$ cat src/rtl/data_mem_arbiter_pkg.sv
// Shared types for the data-memory arbiter: FSM states, access-size constant
// and the memory-side control bundle.
package data_mem_arbiter_pkg;

  typedef enum logic [1:0] {
    IDLE      = 2'd0,
    DBG_ISSUE = 2'd1,
    DBG_DONE  = 2'd2
  } arb_state_e;

  localparam logic [2:0] FUNCT3_WORD = 3'b010;

  typedef struct packed {
    logic       read;
    logic       write;
    logic [2:0] funct3;
  } mem_ctrl_t;

endpackage

$ cat src/rtl/data_mem_arbiter_sat_counter.sv
// Saturating up-counter; holds at all-ones instead of wrapping.
module sat_counter #(
  parameter int WIDTH = 16
) (
  input  logic             clk,
  input  logic             rst_n,
  input  logic             en_i,
  output logic [WIDTH-1:0] count_o
);

  logic [WIDTH-1:0] count_q;
  logic [WIDTH-1:0] count_d;

  always_comb begin
    count_d = count_q;
    if (en_i && (count_q != {WIDTH{1'b1}})) begin
      count_d = count_q + 1'b1;
    end
  end

  always_ff @(posedge clk or negedge rst_n) begin
    if (!rst_n) begin
      count_q <= '0;
    end else begin
      count_q <= count_d;
    end
  end

  assign count_o = count_q;

endmodule

$ cat src/rtl/data_mem_arbiter.sv
// Arbitrates one data memory between the CPU MEM stage and a debug/loader
// port; the CPU has priority until the debug port has starved STARVE_LIMIT cycles.
module data_mem_arbiter
  import data_mem_arbiter_pkg::*;
#(
  parameter int MEM_ADDRESS_WIDTH = 9,
  parameter int DATA_WIDTH        = 32,
  parameter int STARVE_LIMIT      = 4
) (
  input  logic                         clk,
  input  logic                         rst_n,
  input  logic                         CpuReq,
  input  logic                         CpuWe,
  input  logic [MEM_ADDRESS_WIDTH-1:0] CpuAddr,
  input  logic [DATA_WIDTH-1:0]        CpuWData,
  input  logic [2:0]                   CpuFunct3,
  output logic                         CpuStall,
  output logic [DATA_WIDTH-1:0]        CpuRData,
  input  logic                         DbgReq,
  input  logic                         DbgWe,
  input  logic [MEM_ADDRESS_WIDTH-1:0] DbgAddr,
  input  logic [DATA_WIDTH-1:0]        DbgWData,
  output logic                         DbgAck,
  output logic [DATA_WIDTH-1:0]        DbgRData,
  output logic                         MemRead,
  output logic                         MemWrite,
  output logic [MEM_ADDRESS_WIDTH-1:0] MemAddr,
  output logic [DATA_WIDTH-1:0]        MemWData,
  output logic [2:0]                   MemFunct3,
  input  logic [DATA_WIDTH-1:0]        MemRData,
  output logic [15:0]                  StallCount
);

  localparam logic [2:0] STARVE_MAX = 3'(STARVE_LIMIT);

  arb_state_e                   state_q, state_d;
  logic [2:0]                   starve_q, starve_d;
  logic                         dbg_we_q;
  logic [MEM_ADDRESS_WIDTH-1:0] dbg_addr_q;
  logic [DATA_WIDTH-1:0]        dbg_wdata_q;
  logic                         latch_en;
  mem_ctrl_t                    ctrl;

  always_comb begin
    state_d   = state_q;
    starve_d  = starve_q;
    latch_en  = 1'b0;
    ctrl      = '0;
    MemAddr   = CpuAddr;
    MemWData  = CpuWData;
    CpuStall  = 1'b0;
    DbgAck    = 1'b0;
    DbgRData  = '0;
    case (state_q)
      IDLE: begin
        ctrl.read   = CpuReq & ~CpuWe;
        ctrl.write  = CpuReq & CpuWe;
        ctrl.funct3 = CpuFunct3;
        if (DbgReq && (!CpuReq || starve_q == STARVE_MAX)) begin
          state_d  = DBG_ISSUE;
          starve_d = '0;
          latch_en = 1'b1;
        end else if (!DbgReq) begin
          starve_d = '0;
        end else if (starve_q != STARVE_MAX) begin
          starve_d = starve_q + 3'd1;
        end
      end
      DBG_ISSUE: begin
        ctrl.read   = ~dbg_we_q;
        ctrl.write  = dbg_we_q;
        ctrl.funct3 = FUNCT3_WORD;
        MemAddr     = dbg_addr_q;
        MemWData    = dbg_wdata_q;
        CpuStall    = CpuReq;
        state_d     = DBG_DONE;
      end
      DBG_DONE: begin
        // Read data issued in DBG_ISSUE arrives from memory this cycle.
        ctrl.funct3 = FUNCT3_WORD;
        MemAddr     = dbg_addr_q;
        MemWData    = dbg_wdata_q;
        DbgAck      = 1'b1;
        DbgRData    = dbg_we_q ? '0 : MemRData;
        CpuStall    = CpuReq;
        state_d     = IDLE;
      end
      default: begin
        state_d = IDLE;
      end
    endcase
  end

  always_ff @(posedge clk or negedge rst_n) begin
    if (!rst_n) begin
      state_q     <= IDLE;
      starve_q    <= '0;
      dbg_we_q    <= 1'b0;
      dbg_addr_q  <= '0;
      dbg_wdata_q <= '0;
    end else begin
      state_q  <= state_d;
      starve_q <= starve_d;
      if (latch_en) begin
        dbg_we_q    <= DbgWe;
        dbg_addr_q  <= DbgAddr;
        dbg_wdata_q <= DbgWData;
      end
    end
  end

  assign MemRead   = ctrl.read;
  assign MemWrite  = ctrl.write;
  assign MemFunct3 = ctrl.funct3;
  assign CpuRData  = MemRData;

  sat_counter #(
    .WIDTH(16)
  ) u_stall_counter (
    .clk    (clk),
    .rst_n  (rst_n),
    .en_i   (CpuStall),
    .count_o(StallCount)
  );

endmodule
$ cat config.mk
export PLATFORM = sky130hd
export DESIGN_NAME = data_mem_arbiter
export DESIGN_NICKNAME = d
export VERILOG_FILES = /design/src/rtl/data_mem_arbiter_pkg.sv /design/src/rtl/data_mem_arbiter_sat_counter.sv /design/src/rtl/data_mem_arbiter.sv
export SDC_FILE = /design/constraint.sdc
export NUM_CORES = 1
export LEC_CHECK = 0
export ABC_AREA = 1
export CELL_PAD_IN_SITES_DETAIL_PLACEMENT = 1
export CELL_PAD_IN_SITES_GLOBAL_PLACEMENT = 1
export CORE_UTILIZATION = 24
export DETAILED_ROUTE_END_ITERATION = 8
export PLACE_DENSITY_LB_ADDON = 0.12
export SYNTH_ARGS = -nofsm -noshare
export SYNTH_HDL_FRONTEND = slang
export SYNTH_SLANG_ARGS = --single-unit
$ cat constraint.sdc
create_clock -name clk -period 1.8 [get_ports clk]
set_clock_uncertainty 0.1 [all_clocks]
set_input_delay 0.27 -clock clk [delete_from_list [all_inputs] [get_ports clk]]
set_output_delay 0.27 -clock clk [all_outputs]
set_load 0.005 [all_outputs]
==> flow_metrics.py <==
metrics = {
    "synthesis": {
        "yosys-top-cells-area": "dfrtp_1 (39%), nand2_1 (26%), nand3_1 (6.0%)",
        "async_flop_share_pct": 100,
        "netlist.area_leader.share_pct": 39.5,
        "synth.distinct_cells": 25,
        "yosysSeqAreaShare_pct": 39.5,
        "synth.largest_area_cell": "dfrtp_1",
        "avgSynthCellArea_um2": 6.64,
        "syn_inst": 602,
        "synth_edf_count": 0,
        "netlist_area_mm2": 0.00400,
        "syn_nets": 734,
        "yosysMostFrequentCell": "nand2_1",
        "yosys-top-cells-count": "nand2_1 (279), dfrtp_1 (63), inv_1 (55)",
        "synthFlopType": "dfrtp_1",
        "ys.warnings.count": 0,
        "synth-seq-cells": 63,
    },
    "finish": {
        "multi_input_area_mm2": 0.00253,
        "fillerInstances": 1862,
        "regArea_mm2": 0.00158,
        "drive_above_1_share_pct": 34.8,
        "nets": 994,
        "antenna-diode-count": 0,
        "stdcell_count": 1083,
        "syn2layout_area_growth_pct": 100,
    },
    "place": {
        "dp_cells": 1038,
        "place_ws_ns": -0.359,
        "gp_congestion": 0.747,
        "dp_hpwl_mm": 12.2,
        "numPortBuffers": 250,
    },
    "grt": {
        "gr-usage-all-layers_pct": 20.7,
        "grt_overflow_total": 0,
        "grt_first_pass_wirelength_mm": 26.7,
        "antenna_found_initial": 0,
        "first_global_vias": 4937,
        "grt_start_max_net_pins": 64,
    },
    "setup_path": {
        "end_kind": "primary output",
        "critPathMaxFanout": 5,
        "crit_start": "state_q[0]$_DFFE_PN0P_",
        "slowest_stage": "dfrtp_1",
        "path_cells": "inv_2 -> ha_4 -> buf_12 -> buf_16 -> buf_12 -> nand2_2 -> nand2_1 -> buf_2",
        "timing.rr.start": "state_q[0]$_DFFE_PN0P_",
        "critPathKind": "register to primary output",
        "cp-start-kind": "register",
        "slowest_delay_ns": 0.38,
        "crit_arrival_ns": 1.71,
        "path_common_cell": "buf_12",
        "required_ns": 1.43,
    },
    "floorplanning": {
        "dieArea_mm2": 0.0172,
        "ios": 251,
        "start_util_pct": 24.9,
        "fp-row-count": 46,
        "die_x_um": 131,
        "core_mm2": 0.0161,
        "die_h_um": 131,
    },
    "detailed_routing": {
        "viasPerCell": 4.37,
        "totalWireLength_mm": 18.0,
        "drc": 0,
        "drt_iter0_drc": 108,
        "ant_nets": 0,
        "wl_per_cell_um": 16.7,
        "vias": 4734,
        "first_pass_iters": 4,
    },
    "flow_run": {
        "maxCapViolCount": 0,
    },
    "clock_tree": {
        "clock_sinks": 63,
        "path_clk_slew_ns": 0.05,
        "clkLatencyLatePin_ns": 0.33,
        "h-tree-depth": 3,
        "cts_tree": "built",
        "cts_buffer_depth": 2,
        "root_buffer": "clkbuf_16",
        "cts_buffers": 9,
    },
    "sta": {
        "setup_ws_ns": -0.283,
        "setup_viol": 87,
        "hold_violations": 0,
        "slew_headroom_pct": 75.1,
        "drv_slew": 0,
        "post-route-period-util_pct": 116,
        "tightest_slew_ns": 0.374,
        "rsz0062_at_grt": "true",
        "fmax_ghz": 0.480,
        "period_minus_slack_ns": 2.08,
    },
    "min_path": {
        "hp-class": "register to register",
        "min_from": "dbg_addr_q[4]$_DFFE_PN0P_",
    },
    "status": {
        "status": "finished with violations",
        "violations": "negative setup slack",
    },
    "power_and_ir_drop": {
        "cellPowerDensity_mw_per_mm2": 1670,
        "leakage_nw": 4.00,
        "vdd_drop_max_mv": 0.596,
    },
}
==> power breakdown <==
part | leakage (nW) | switching, W | internal [W]
Sequential | 0.793 | 0.000487 | 0.00202
Clock | 0.156 | 0.000628 | 0.00118
Combinational | 3.05 | 0.00448 | 0.00459
==> flip-flops by register name (all words and copies together), names as in the netlist <==
name                     count
dbg_wdata_q                 32
u_stall_counter.count_o     16
dbg_addr_q                   9
starve_q                     3
state_q                      2
dbg_we_q                     1
==> kinds of logic after synthesis <==
logic type	synth area share, %
adder cells (fa/ha/maj)	2.82
XOR/XNOR	1.32
AO/OA/AOI/OAI	2.98
AND/OR/NAND/NOR	39.1
flip-flops	39.5
buffers and inverters	14.4
==> worst max-delay path, delay by kind of cell (launching register included) <==
kind	cells	cell delay, ns
buffers and inverters	5	0.56
AND/OR/NAND/NOR	2	0.10
adder cells (fa/ha/maj)	1	0.34
flip-flops	1	0.38
==> per-stage QoR <==
stage | TNS (ns) | power [W] | util, % | cell area, µm² | hold WS (ns)
2_1_floorplan | 0 | 0.00522 | - | 4000 | -0.126
3_3_place_gp | -18.18 | 0.00879 | 41.8 | 6720 | 0.215
3_5_place_dp | -21.80 | 0.00902 | 41.8 | 6720 | 0.213
4_1_cts | -13.33 | 0.0130 | 47.3 | 7590 | 0.377
5_1_grt | -19.13 | 0.0143 | 49.9 | 8010 | 0.394
6_report | -14.82 | 0.0134 | 49.9 | 8010 | 0.370
==> metal layers <==
layer / vias to the layer above / global-route usage [%] / share of wire (%)
met5: - / 0 / 0
met4: 0 / 3.85 / 0.51
met3: 7 / 4.52 / 6.2
met2: 139 / 40.1 / 55
met1: 2272 / 22.9 / 38
li1: 2316 / - / -
==> final cells by class <==
type	count	area share (%)
Clock buffer	13	3.38
Clock inverter	3	0.500
Inverter	57	2.83
Multi-Input combinational cell	423	31.6
Sequential cell	63	19.7
Tap cell	216	3.38
Timing Repair Buffer	308	38.6
==> timing repair <==
item | CTS | global route
hold buffers | 1 | 0
hold endpoints to repair | 63 | 0
pin swaps | 29 | 37
endpoints found under the setup margin | 97 | 113
cloned | 10 | 1
gates resized for setup | 462 | 125
buffers inserted | 21 | 5
==> worst paths after layout <==
kind | endpoint | slack (ns) | depth (start not counted)
worst max-delay path | MemWData[10] | -0.28 | 8
worst min-delay path | dbg_addr_q[4]$_DFFE_PN0P_ | 0.37 | 2
worst max register to register | u_stall_counter.count_o[4]$_DFFE_PN0P_ | -0.04 | 10
worst min register to register | dbg_addr_q[4]$_DFFE_PN0P_ | 0.37 | 2
max in group asynchronous | dbg_wdata_q[2]$_DFFE_PN0P_ | 0.90 | 3
min in group asynchronous | u_stall_counter.count_o[15]$_DFFE_PN0P_ | 0.39 | 3
==> cells in the final DEF, fill, tap and decap left out, types with 16 or more instances in the layout <==
cell / count
nand2_1: 188
clkdlybuf4s50_1: 168
nand2_2: 67
dfrtp_1: 62
buf_2: 58
inv_1: 52
nand3_1: 46
nor2_4: 34
buf_6: 32
nand2_4: 26
nor2_1: 18
buf_4: 17
buf_12: 16
Power figures use the tool's default switching activity.
